$ cat src/rtl/ex_unit_pkg.sv
// rtl/ex_unit_pkg.sv - shared bus layouts, md_op codes and alu_op bit indices for the EX stage
// Field order of the packed structs is the MSB->LSB order of the pipeline buses.
package ex_unit_pkg;

  localparam int ID_TO_EX_BUS_SIZE = 156;
  localparam int EX_TO_ME_BUS_SIZE = 78;

  localparam int ALU_ADD  = 0;
  localparam int ALU_SUB  = 1;
  localparam int ALU_SLT  = 2;
  localparam int ALU_SLTU = 3;
  localparam int ALU_AND  = 4;
  localparam int ALU_NOR  = 5;
  localparam int ALU_OR   = 6;
  localparam int ALU_XOR  = 7;
  localparam int ALU_SLL  = 8;
  localparam int ALU_SRL  = 9;
  localparam int ALU_SRA  = 10;
  localparam int ALU_LUI  = 11;

  typedef enum logic [2:0] {
    MD_NONE  = 3'd0,
    MD_MUL   = 3'd1,
    MD_MULH  = 3'd2,
    MD_MULHU = 3'd3,
    MD_DIV   = 3'd4,
    MD_MOD   = 3'd5,
    MD_DIVU  = 3'd6,
    MD_MODU  = 3'd7
  } md_op_e;

  typedef enum logic [1:0] {
    MEM_BYTE = 2'b00,
    MEM_HALF = 2'b01,
    MEM_WORD = 2'b10
  } mem_size_e;

  typedef enum logic [1:0] {
    DIV_IDLE,
    DIV_BUSY,
    DIV_DONE
  } div_state_e;

  typedef struct packed {
    logic        syscall;
    logic        ertn;
    md_op_e      md_op;
    logic [11:0] alu_op;
    logic        mem_signed;
    mem_size_e   mem_size;
    logic        mem_we;
    logic        res_from_mem;
    logic        gr_we;
    logic [4:0]  dest;
    logic [31:0] pc;
    logic [31:0] src1;
    logic [31:0] src2;
    logic [31:0] rkd_value;
  } id_ex_bus_t;

  typedef struct packed {
    logic        syscall;
    logic        ertn;
    logic [4:0]  dest_flag;
    logic [31:0] pc;
    logic [31:0] result;
    logic        res_from_mem;
    logic        gr_we;
    logic [4:0]  dest;
  } ex_me_bus_t;

  function automatic logic is_div_op(input md_op_e op);
    return (op == MD_DIV) || (op == MD_MOD) || (op == MD_DIVU) || (op == MD_MODU);
  endfunction

endpackage

$ cat src/rtl/ex_unit_if.sv
// rtl/ex_unit_if.sv - ID->EX and EX->ME handshake/bus bundle
// master is the surrounding pipeline (decode and memory stage), slave is the EX stage.
interface ex_unit_if;

  logic                                    ID_to_EX_Valid;
  logic [ex_unit_pkg::ID_TO_EX_BUS_SIZE-1:0] ID_to_EX_Bus;
  logic                                    EX_Allow_in;
  logic                                    EX_to_ME_Valid;
  logic [ex_unit_pkg::EX_TO_ME_BUS_SIZE-1:0] EX_to_ME_Bus;
  logic                                    ME_Allow_in;

  modport master (
    output ID_to_EX_Valid, ID_to_EX_Bus, ME_Allow_in,
    input  EX_Allow_in, EX_to_ME_Valid, EX_to_ME_Bus
  );

  modport slave (
    input  ID_to_EX_Valid, ID_to_EX_Bus, ME_Allow_in,
    output EX_Allow_in, EX_to_ME_Valid, EX_to_ME_Bus
  );

endinterface

$ cat src/rtl/ex_unit_div.sv
// rtl/ex_unit_div.sv - iterative restoring divider with sign fix-up
// One quotient bit per BUSY cycle; results stay valid in DONE until abort returns it to IDLE.
module ex_unit_div
  import ex_unit_pkg::*;
#(
  parameter int DIV_ITERS = 32
) (
  input  logic        clk,
  input  logic        reset,
  input  logic        start_i,
  input  logic        abort_i,
  input  logic        signed_i,
  input  logic [31:0] x_i,
  input  logic [31:0] y_i,
  output logic        busy_o,
  output logic        done_o,
  output logic [31:0] q_o,
  output logic [31:0] r_o
);

  localparam int            CW   = $clog2(DIV_ITERS + 1);
  localparam logic [CW-1:0] LAST = CW'(DIV_ITERS - 1);

  div_state_e    state_q;
  logic [CW-1:0] count_q;
  logic [31:0]   rem_q, quo_q, y_q;
  logic          q_neg_q, r_neg_q, y_zero_q;

  logic          x_neg, y_neg, fits;
  logic [31:0]   x_mag, y_mag, rem_d, quo_d;
  logic [32:0]   shifted;

  always_comb begin
    x_neg   = signed_i & x_i[31];
    y_neg   = signed_i & y_i[31];
    x_mag   = x_neg ? -x_i : x_i;
    y_mag   = y_neg ? -y_i : y_i;
    shifted = {rem_q, quo_q[31]};
    fits    = shifted >= {1'b0, y_q};
    rem_d   = fits ? (shifted[31:0] - y_q) : shifted[31:0];
    quo_d   = {quo_q[30:0], fits};
  end

  always_ff @(posedge clk) begin
    if (reset || abort_i) begin
      state_q <= DIV_IDLE;
      count_q <= '0;
    end else begin
      case (state_q)
        DIV_IDLE: begin
          if (start_i) begin
            state_q  <= DIV_BUSY;
            count_q  <= '0;
            rem_q    <= '0;
            quo_q    <= x_mag;
            y_q      <= y_mag;
            q_neg_q  <= x_neg ^ y_neg;
            r_neg_q  <= x_neg;
            y_zero_q <= (y_i == 32'd0);
          end
        end
        DIV_BUSY: begin
          rem_q   <= rem_d;
          quo_q   <= quo_d;
          count_q <= count_q + CW'(1);
          if (count_q == LAST) state_q <= DIV_DONE;
        end
        default: ;
      endcase
    end
  end

  // Divide-by-zero pins the quotient to all ones regardless of sign; the remainder naturally equals x.
  assign busy_o = (state_q == DIV_BUSY);
  assign done_o = (state_q == DIV_DONE);
  assign q_o    = y_zero_q ? 32'hFFFF_FFFF : (q_neg_q ? -quo_q : quo_q);
  assign r_o    = r_neg_q ? -rem_q : rem_q;

endmodule

$ cat src/rtl/ex_unit.sv
// rtl/ex_unit.sv - LoongArch execute stage: ALU, MUL, iterative DIV, data-SRAM request, EX->ME bus
// Forwarding and load-use information is driven back to decode.
module ex_unit
  import ex_unit_pkg::*;
#(
  parameter int DIV_ITERS = 32
) (
  input  logic        clk,
  input  logic        reset,
  ex_unit_if.slave    pipe,
  output logic [4:0]  EX_dest,
  output logic [31:0] EX_Forward_Res,
  output logic        EX_Load_op,
  input  logic        ME_Sys_op,
  input  logic        WB_Sys_op,
  input  logic        excp_flush,
  input  logic        ertn_flush,
  output logic        data_sram_en,
  output logic [3:0]  data_sram_we,
  output logic [31:0] data_sram_addr,
  output logic [31:0] data_sram_wdata
);

  logic       ex_valid_q;
  id_ex_bus_t bus_q;
  ex_me_bus_t out_bus;

  logic        flush, is_div, ready_go, handoff, cancel, mul_signed, div_signed;
  logic        div_busy, div_done;
  logic [31:0] a, b, alu_res, result, div_q, div_r, st_wdata;
  logic [63:0] mul_a, mul_b, mul_prod;
  logic [3:0]  st_mask;
  logic [4:0]  dest_flag;

  assign flush    = excp_flush | ertn_flush;
  assign is_div   = is_div_op(bus_q.md_op);
  assign ready_go = ~is_div | div_done;
  assign handoff  = pipe.EX_to_ME_Valid & pipe.ME_Allow_in;

  assign pipe.EX_Allow_in    = ~ex_valid_q | (ready_go & pipe.ME_Allow_in);
  assign pipe.EX_to_ME_Valid = ex_valid_q & ready_go;

  always_ff @(posedge clk) begin
    if (reset || flush) ex_valid_q <= 1'b0;
    else if (pipe.EX_Allow_in) ex_valid_q <= pipe.ID_to_EX_Valid;
  end

  always_ff @(posedge clk) begin
    if (pipe.ID_to_EX_Valid && pipe.EX_Allow_in) bus_q <= id_ex_bus_t'(pipe.ID_to_EX_Bus);
  end

  assign a = bus_q.src1;
  assign b = bus_q.src2;

  always_comb begin
    alu_res = ({32{bus_q.alu_op[ALU_ADD]}}  & (a + b))
            | ({32{bus_q.alu_op[ALU_SUB]}}  & (a - b))
            | ({32{bus_q.alu_op[ALU_SLT]}}  & {31'b0, $signed(a) < $signed(b)})
            | ({32{bus_q.alu_op[ALU_SLTU]}} & {31'b0, a < b})
            | ({32{bus_q.alu_op[ALU_AND]}}  & (a & b))
            | ({32{bus_q.alu_op[ALU_NOR]}}  & ~(a | b))
            | ({32{bus_q.alu_op[ALU_OR]}}   & (a | b))
            | ({32{bus_q.alu_op[ALU_XOR]}}  & (a ^ b))
            | ({32{bus_q.alu_op[ALU_SLL]}}  & (a << b[4:0]))
            | ({32{bus_q.alu_op[ALU_SRL]}}  & (a >> b[4:0]))
            | ({32{bus_q.alu_op[ALU_SRA]}}  & $unsigned($signed(a) >>> b[4:0]))
            | ({32{bus_q.alu_op[ALU_LUI]}}  & b);
  end

  // Extending to 64 bits keeps the low 64 product bits identical to the 33x33 signed product.
  assign mul_signed = (bus_q.md_op != MD_MULHU);
  assign mul_a      = {{32{mul_signed & a[31]}}, a};
  assign mul_b      = {{32{mul_signed & b[31]}}, b};
  assign mul_prod   = mul_a * mul_b;

  assign div_signed = (bus_q.md_op == MD_DIV) || (bus_q.md_op == MD_MOD);

  ex_unit_div #(.DIV_ITERS(DIV_ITERS)) u_div (
    .clk      (clk),
    .reset    (reset),
    .start_i  (ex_valid_q & is_div & ~div_busy & ~div_done & ~flush),
    .abort_i  (flush | (handoff & is_div)),
    .signed_i (div_signed),
    .x_i      (a),
    .y_i      (b),
    .busy_o   (div_busy),
    .done_o   (div_done),
    .q_o      (div_q),
    .r_o      (div_r)
  );

  always_comb begin
    case (bus_q.md_op)
      MD_MUL:            result = mul_prod[31:0];
      MD_MULH, MD_MULHU: result = mul_prod[63:32];
      MD_DIV, MD_DIVU:   result = div_q;
      MD_MOD, MD_MODU:   result = div_r;
      default:           result = alu_res;
    endcase
  end

  always_comb begin
    st_mask   = 4'b1111;
    st_wdata  = bus_q.rkd_value;
    dest_flag = 5'b00000;
    case (bus_q.mem_size)
      MEM_BYTE: begin
        st_mask   = 4'b0001 << alu_res[1:0];
        st_wdata  = {4{bus_q.rkd_value[7:0]}};
        dest_flag = {bus_q.mem_signed, 1'b1, 1'b0, alu_res[1:0]};
      end
      MEM_HALF: begin
        st_mask   = alu_res[1] ? 4'b1100 : 4'b0011;
        st_wdata  = {2{bus_q.rkd_value[15:0]}};
        dest_flag = {bus_q.mem_signed, 1'b0, 1'b1, alu_res[1:0]};
      end
      default: ;
    endcase
  end

  // The request fires only in the hand-off cycle so an ME stall never re-issues it.
  assign cancel       = flush | ME_Sys_op | WB_Sys_op | bus_q.syscall | bus_q.ertn;
  assign data_sram_en = ex_valid_q & ready_go & pipe.ME_Allow_in
                      & (bus_q.mem_we | bus_q.res_from_mem) & ~cancel;
  assign data_sram_we    = (data_sram_en & bus_q.mem_we) ? st_mask : 4'b0000;
  assign data_sram_addr  = alu_res;
  assign data_sram_wdata = st_wdata;

  always_comb begin
    out_bus.syscall      = bus_q.syscall;
    out_bus.ertn         = bus_q.ertn;
    out_bus.dest_flag    = dest_flag;
    out_bus.pc           = bus_q.pc;
    out_bus.result       = result;
    out_bus.res_from_mem = bus_q.res_from_mem;
    out_bus.gr_we        = bus_q.gr_we;
    out_bus.dest         = bus_q.dest;
  end

  assign pipe.EX_to_ME_Bus = out_bus;
  assign EX_dest           = bus_q.dest & {5{ex_valid_q & bus_q.gr_we}};
  assign EX_Forward_Res    = result;
  assign EX_Load_op        = ex_valid_q & bus_q.res_from_mem;

endmodule
$ cat src/flat_wrapper.sv
// flat-port wrapper written by rule: the top's interface ports become plain ports
module ex_unit_flat import ex_unit_pkg::*;
#(
  parameter int DIV_ITERS = 32
)
  (clk, reset, EX_dest, EX_Forward_Res, EX_Load_op, ME_Sys_op, WB_Sys_op, excp_flush, ertn_flush, data_sram_en, data_sram_we, data_sram_addr, data_sram_wdata, pipe_ID_to_EX_Valid, pipe_ID_to_EX_Bus, pipe_ME_Allow_in, pipe_EX_Allow_in, pipe_EX_to_ME_Valid, pipe_EX_to_ME_Bus);
  ex_unit_if pipe_i ();
  input  logic clk;
  input  logic reset;
  output logic [4:0] EX_dest;
  output logic [31:0] EX_Forward_Res;
  output logic EX_Load_op;
  input  logic ME_Sys_op;
  input  logic WB_Sys_op;
  input  logic excp_flush;
  input  logic ertn_flush;
  output logic data_sram_en;
  output logic [3:0] data_sram_we;
  output logic [31:0] data_sram_addr;
  output logic [31:0] data_sram_wdata;
  input wire logic [$bits(pipe_i.ID_to_EX_Valid)-1:0] pipe_ID_to_EX_Valid;
  input wire logic [$bits(pipe_i.ID_to_EX_Bus)-1:0] pipe_ID_to_EX_Bus;
  input wire logic [$bits(pipe_i.ME_Allow_in)-1:0] pipe_ME_Allow_in;
  output wire logic [$bits(pipe_i.EX_Allow_in)-1:0] pipe_EX_Allow_in;
  output wire logic [$bits(pipe_i.EX_to_ME_Valid)-1:0] pipe_EX_to_ME_Valid;
  output wire logic [$bits(pipe_i.EX_to_ME_Bus)-1:0] pipe_EX_to_ME_Bus;
  assign pipe_i.ID_to_EX_Valid = pipe_ID_to_EX_Valid;
  assign pipe_i.ID_to_EX_Bus = pipe_ID_to_EX_Bus;
  assign pipe_i.ME_Allow_in = pipe_ME_Allow_in;
  assign pipe_EX_Allow_in = pipe_i.EX_Allow_in;
  assign pipe_EX_to_ME_Valid = pipe_i.EX_to_ME_Valid;
  assign pipe_EX_to_ME_Bus = pipe_i.EX_to_ME_Bus;
  ex_unit #(.DIV_ITERS(DIV_ITERS)) u_core (.clk(clk), .reset(reset), .pipe(pipe_i), .EX_dest(EX_dest), .EX_Forward_Res(EX_Forward_Res), .EX_Load_op(EX_Load_op), .ME_Sys_op(ME_Sys_op), .WB_Sys_op(WB_Sys_op), .excp_flush(excp_flush), .ertn_flush(ertn_flush), .data_sram_en(data_sram_en), .data_sram_we(data_sram_we), .data_sram_addr(data_sram_addr), .data_sram_wdata(data_sram_wdata));
endmodule
$ cat config.mk
export PLATFORM = sky130hd
export DESIGN_NAME = ex_unit_flat
export DESIGN_NICKNAME = d
export VERILOG_FILES = /design/src/rtl/ex_unit_pkg.sv /design/src/rtl/ex_unit_if.sv /design/src/rtl/ex_unit_div.sv /design/src/rtl/ex_unit.sv /design/src/flat_wrapper.sv
export SDC_FILE = /design/constraint.sdc
export NUM_CORES = 2
export LEC_CHECK = 0
export ABC_AREA = 1
export ABC_CLOCK_PERIOD_IN_PS = 11720
export CAP_MARGIN = 25
export CORE_UTILIZATION = 45
export CTS_BUF_LIST = sky130_fd_sc_hd__clkbuf_8 sky130_fd_sc_hd__clkbuf_16
export DETAILED_ROUTE_END_ITERATION = 16
export PLACE_DENSITY = 0.68
export SLEW_MARGIN = 20
export SYNTH_ARGS = -nofsm -noshare
export SYNTH_HDL_FRONTEND = slang
export SYNTH_HIERARCHICAL = 1
export SYNTH_SLANG_ARGS = --single-unit
$ cat constraint.sdc
create_clock -name clk -period 11.72 [get_ports clk]
set_clock_uncertainty 0.1 [all_clocks]
set_input_delay 1.172 -clock clk [delete_from_list [all_inputs] [get_ports clk]]
set_output_delay 1.172 -clock clk [all_outputs]
set_load 0.05 [all_outputs]
# Word-level counts from Yosys, hierarchy flattened
# Cells that the tools add are included.
# W data, S select, Z words.
classes:
  bitwise_logic: 62
  add_sub_neg: 8
  n_mux: 21
  n_reduce_logical: 17
  multipliers: 1
  magnitude_cmp: 3
  shift: 4
  n_eq_ne: 14
ops:
  columns: ["cell", "n"]
  rows:
  - ["$or A32 B32 Y32", 12]
  - ["$and A32 B32 Y32", 11]
  - ["$mux W32", 8]
  - ["$pmux W32 S2", 3]
  - ["$neg A32 Y32", 4]
  - ["$pmux W32 S4", 1]
  - ["$and A32 B1 Y32", 2]
  - ["$lt A32 B32 Y1", 2]
  - ["$mul A33 B33 Y64", 1]
  - ["$sub A32 B32 Y32", 2]
  - ["$ge A33 B32 Y1", 1]
  - ["$add A32 B32 Y32", 1]
  - ["$logic_not A32 Y1", 1]
  - ["$not A32 Y32", 1]
  - ["$shl A32 B5 Y32", 1]
  - ["$shr A32 B5 Y32", 1]
  - ["$sshr A32 B5 Y32", 1]
  - ["$xor A32 B32 Y32", 1]
  - ["$and A1 B1 Y1", 17]
  - ["$eq A3 B3 Y1 const B", 4]
  - ["$pmux W6 S2", 1]
  - ["$pmux W5 S2", 1]
  - ["$or A1 B1 Y1", 9]
  - ["$reduce_and A3 Y1", 3]
  - ["other kinds (23)", 41]
totals:
  input_bits: 164
  reg_bits: 264
  out_inout_bits: 187
  word_cells: 153

# Logic depth before layout (Yosys ltp)
depth:
  depth_word: 16
  mapped_depth: 38
  mapped_depth_nobuf: 35

# Modules after synthesis
# The synthesis kept the hierarchy.
modules_own_cells:
  columns: ["module", "cells_per_inst", "area_per_inst_um2", "n_inst"]
  rows:
  - ["ex_unit", 7551, 56306.5, 1]
  - ["ex_unit_div", 1683, 10551.4, 1]

# Least setup slack after synthesis
# No wires, ideal clock.
synth_timing:
  path_kind: "reg-to-output"
  startpoint: "register u_core/bus_q[153] (netlist name)"
  endpoint: "output pipe_EX_to_ME_Bus[38]"
  required_time_ns: 10.448
  path_slack_ns: 1.642
  path_stages_with_launch: 33
  t_arrival_ns: 8.806
  n_path_buf: 3
  cell_sequence: "edfxtp_1 nor2_2 nand2_1 inv_1 clkbuf_1 clkbuf_1 nor2_1 fa_1 inv_1 fa_1 inv_1 fa_1 inv_1 fa_1 fa_1 inv_1 fa_1 inv_1 fa_1 fa_1 inv_1 ha_1 nand2_1 nor3_1 nand3_1 inv_1 nand2_1 nand2_1 a21oi_1 nand3_1 nand3_1 a21oi_1 buf_4"
synth_between:
  elab_chain_len: 4
  word_cells_on_any_way: 15
  classes_between: "1 x mul; 8 x eq/ne; 1 x mux; 2 x bitwise; 3 x reduce/logical"
synth_lines:
  columns: ["item", "line", "source"]
  rows:
  - ["start, declared", "ex_unit.sv:25", "id_ex_bus_t bus_q;"]
  - ["start signal, assigned", "ex_unit.sv:49", "if (pipe.ID_to_EX_Valid && pipe.EX_Allow_in) bus_q <= id_ex_bus_t'(pipe.ID_to_EX_Bus);"]
  - ["$ne A3 B2 Y1", "ex_unit.sv:71", "assign mul_signed = (bus_q.md_op != MD_MULHU);"]
  - ["$and A1 B1 Y1, on equally long branches", "ex_unit.sv:72, ex_unit.sv:73", null]
  - ["$mul A33 B33 Y64", "ex_unit.sv:74", "assign mul_prod = mul_a * mul_b;"]
  - ["$pmux W32 S4 (*)", "ex_unit.sv:93", "case (bus_q.md_op)"]
  - ["end, declared", "flat_wrapper.sv:26", "output wire logic [$bits(pipe_i.EX_to_ME_Bus)-1:0] pipe_EX_to_ME_Bus;"]
# Mark *: on every way between the ends. The rest lies on a longest branch, timed or not.

# Final worst setup path
layout_timing:
  startpoint: "register u_core.bus_q (netlist bit u_core/b[10])"
  endpoint: "output pipe_EX_to_ME_Bus[7]"
layout_between:
  elab_chain_len: 13
  word_cells_on_any_way: 16
  classes_between: "1 x mul; 2 x order compare; 1 x mux; 12 x bitwise"
layout_lines:
  columns: ["item", "line", "source"]
  rows:
  - ["$lt A32 B32 Y1", "ex_unit.sv:58", "| ({32{bus_q.alu_op[ALU_SLT]}} & {31'b0, $signed(a) < $signed(b)})"]
  - ["$and A32 B1 Y32", "ex_unit.sv:58", null]
  - ["$or A32 B32 Y32", "ex_unit.sv:58", null]
  - ["$or A32 B32 Y32", "ex_unit.sv:59", "| ({32{bus_q.alu_op[ALU_SLTU]}} & {31'b0, a < b})"]
  - ["$or A32 B32 Y32", "ex_unit.sv:60", "| ({32{bus_q.alu_op[ALU_AND]}} & (a & b))"]
  - ["$or A32 B32 Y32", "ex_unit.sv:61", "| ({32{bus_q.alu_op[ALU_NOR]}} & ~(a | b))"]
  - ["$or A32 B32 Y32", "ex_unit.sv:62", "| ({32{bus_q.alu_op[ALU_OR]}} & (a | b))"]
  - ["$or A32 B32 Y32", "ex_unit.sv:63", "| ({32{bus_q.alu_op[ALU_XOR]}} & (a ^ b))"]
  - ["$or A32 B32 Y32", "ex_unit.sv:64", "| ({32{bus_q.alu_op[ALU_SLL]}} & (a << b[4:0]))"]
  - ["$or A32 B32 Y32", "ex_unit.sv:65", "| ({32{bus_q.alu_op[ALU_SRL]}} & (a >> b[4:0]))"]
  - ["$or A32 B32 Y32", "ex_unit.sv:66", "| ({32{bus_q.alu_op[ALU_SRA]}} & $unsigned($signed(a) >>> b[4:0]))"]
  - ["$or A32 B32 Y32", "ex_unit.sv:67", "| ({32{bus_q.alu_op[ALU_LUI]}} & b);"]
  - ["$pmux W32 S4 (*)", "ex_unit.sv:93", null]
# Marks and branches as above.

==> summary.txt <==
Worst setup path
  • Worst r2r src: u_core/u_div/state_q[0]
  • Element type at the critical path end: output port
  • R2R cell count: 9
  • Setup CP Type: reg -> out
  • R2r endpoint: u_core/u_div/quo_q[1]
  • Critical Path RT: 10.45 ns
  • WP data arrival: about 11 ns
  • FF-to-FF setup slack: 7.48 ns
  • Critical Path End: pipe_EX_to_ME_Bus[7]
  • Critical Path Source: u_core/b[10]
  • Setup crit start kind: flip-flop
  • Critical path fanouts, max: 13

Clocking
  • Root Driver: clkbuf_16
  • # H-tree levels: 2
  • Reg clk slew, reported paths: 0.06 ns
  • CTS tree: built
  • TritonCTS Buffers: 34
  • Clk_lat worst skew: about 0.60 ns
  • CTS sink count: between 200 and 300
  • Deepest clock path buffer count: 3

Place
  • Dpl hpwl: approximately 240000 µm
  • Input/output buffers: between 300 and 400
  • GP Congestion: roughly 1.1
  • Place WS: 0.496 ns

Synth
  • FF+latch count, synth: approximately 260
  • Post-synth EDFFs: 255
  • Synth Flop Type: edfxtp_1
  • YS warnings: 6
  • Count of cell types in the netlist: 63
  • Fraction of registers with async set/reset: 0
  • Synth Area per Inst: approximately 7.2 µm²
  • Post-Syn Area: between 60000 and 70000 µm²
  • Post-synthesis sequential area ratio: 0.117
  • Syn nets: between 10000 and 15000
  • Post-Synthesis Cells: ~9200

STA
  • Slew Viols, Final: 0
  • Fin worst setup slack: -0.0744 ns
  • Tcrit/Tclk final: 1.01
  • Worst hold slack: between 0.3 and 0.4 ns
  • RSZ-0062 raised after global routing: no
  • Fin crit period: around 12 ns
  • Worst-margin pin slew: around 1.2 ns
  • Endpoints failing setup: 2
  • Fmax: 84.8 MHz
  • Max transition margin: 0.200
  • Fin. Hold Viols: 0

Cells and area
  • Fill cell count: 14507
  • Final Util: 0.500
  • Most common cell after layout, fill and taps aside: nand2_1
  • Layout cells sized above 1: 0.0412
  • Most frequent cells in the layout: nand2_1 (2591), inv_1 (2133), fa_1 (1126), nor2_1 (567), nand3_1 (566)
  • Fin nets: around 11000
  • Area delta synth->final: 10.4%

Routing
  • Via count of the routed design: ~64000
  • DR iter-0 viols: 7045
  • DRC Markers: 0
  • Antenna-violating nets left: 0
  • Vias/cell: between 5 and 6
  • First-pass DRT Iterations: 8
  • WL final: between 200000 and 300000 µm
  • DR WL/cell: 25.6 µm

Die
  • Core area: 148000 µm²
  • Site Rows: about 140
  • Die Width: 387 µm
  • Die Ht: 387 µm
  • Initial Util: 0.453
  • Die area: ~150000 µm²
  • # IOs: ~350

Global route
  • Vias in the first global route: 64338
  • Grt ovf: 0
  • Tot GR Track Use: 0.385
  • Initial antenna violation count: 17
  • First-pass GRT wire length: roughly 420000 µm
  • Largest net degree at the start of global routing: 96

Min path
  • Path type of the worst min-delay path: reg -> reg
  • Hold depth: 2

Flow run
  • MaxCap Viol Count: 0

Status
  • Status: complete, but fails checks
  • Failing checks: negative setup slack
per-layer routing:
metal | part of all wire | GRT usage
met4 | 0.080 | 0.244
met5 | 0.00029 | 0
met2 | 0.44 | 0.603
met3 | 0.10 | 0.0762
met1 | 0.38 | 0.488
timing repair:
action,CTS,global route
endpoints found under the setup margin,2,8
gates resized for setup,0,2
hold buffers,0,0
hold endpoints to repair,0,0
buffers inserted,1,6
how the worst min path moves through the flow:
stage | startpoint | end | slack [ns]
after CTS | u_core/u_div/count_q[1] | u_core/u_div/count_q[1] | 0.39
after floorplan | u_core/u_div/count_q[0] | u_core/u_div/count_q[0] | 0.35
after detailed placement | u_core/u_div/count_q[1] | u_core/u_div/count_q[1] | 0.38
after global placement | u_core/u_div/count_q[0] | u_core/u_div/count_q[0] | 0.36
after global routing | u_core/u_div/count_q[1] | u_core/u_div/count_q[1] | 0.43
final | u_core/u_div/count_q[1] | u_core/u_div/count_q[1] | 0.39
cell usage after synthesis (44+ instances only):
| master | count | share of area |
|---|---|---|
| clkbuf_1 | 292 | 0.016 |
| o21ai_0 | 269 | 0.020 |
| ha_1 | 346 | 0.065 |
| nand2_1 | 2591 | 0.15 |
| nand4_1 | 92 | 0.0086 |
| inv_1 | 2126 | 0.12 |
| nand3_1 | 566 | 0.042 |
| a21oi_1 | 268 | 0.020 |
| buf_2 | 44 | 0.0033 |
| edfxtp_1 | 255 | 0.11 |
| xor2_1 | 77 | 0.010 |
| nor3_1 | 64 | 0.0048 |
| fa_1 | 1128 | 0.34 |
| nor2_1 | 572 | 0.032 |
| o211ai_1 | 60 | 0.0067 |
| buf_4 | 86 | 0.0097 |
logic make-up after synthesis:
kind of cell	after synthesis	synth area share
adder cells (fa/ha/maj)	1474	0.403
XOR/XNOR	102	0.0136
AND/OR/NAND/NOR	3993	0.245
AO/OA/AOI/OAI	772	0.0668
flip-flops	264	0.117
multiplexers	3	0.000449
buffers and inverters	2626	0.154
state kept, by name, indices dropped and copies added (netlist names):
name                      cells
u_core/a                     32
u_core/b                     32
u_core/bus_q                 51
u_core/ex_valid_q             1
u_core/pipe.EX_to_ME_Bus     41
u_core/u_div/count_q          6
u_core/u_div/q_neg_q          1
u_core/u_div/quo_q           32
u_core/u_div/r_neg_q          1
u_core/u_div/rem_q           32
u_core/u_div/state_q          2
u_core/u_div/y_q             32
u_core/u_div/y_zero_q         1
metrics by stage:
step	cells	setup TNS [ns]	instance area, µm²
final	11283	-0.147	73800
after global routing	11280	0	73800
after CTS	11270	0	73700
after detailed placement	11209	0	72600
after global placement	11204	0	72500
after floorplan	9234	0	66900
worst max-delay path: stages (launching register included):
cell             delay, ns
edfxtp_1              0.52
buf_4                 0.37
ha_1                  0.80
inv_1                 0.17
fa_1                  0.52
inv_1                 0.05
fa_1                  0.44
fa_1                  0.52
fa_1                  0.44
fa_1                  0.51
fa_1                  0.56
inv_1                 0.07
fa_1                  0.49
inv_1                 0.05
fa_1                  0.49
ha_1                  0.37
a21oi_1               0.32
o21ai_0               0.21
a21oi_1               0.35
nand3_1               0.39
nand2_1               0.15
nand2_1               0.08
nand2_1               0.06
nand2_1               0.05
nor2_1                0.60
nor2_1                0.20
nand3_1               0.23
clkdlybuf4s50_1       0.84
layout make-up:
type	instances	area [µm²]	area share
timing repair buffer	527	5650	0.0765
antenna	4	10.0	0.000136
inverter	2154	8090	0.110
clock inverter	23	173	0.00234
clock buffer	37	903	0.0122
multi-input combinational	6344	48700	0.660
sequential	264	7840	0.106
tap	1930	2410	0.0327
Power is not shown: default switching activity piles up to over one toggle a cycle in this logic, so the estimate is an artifact.
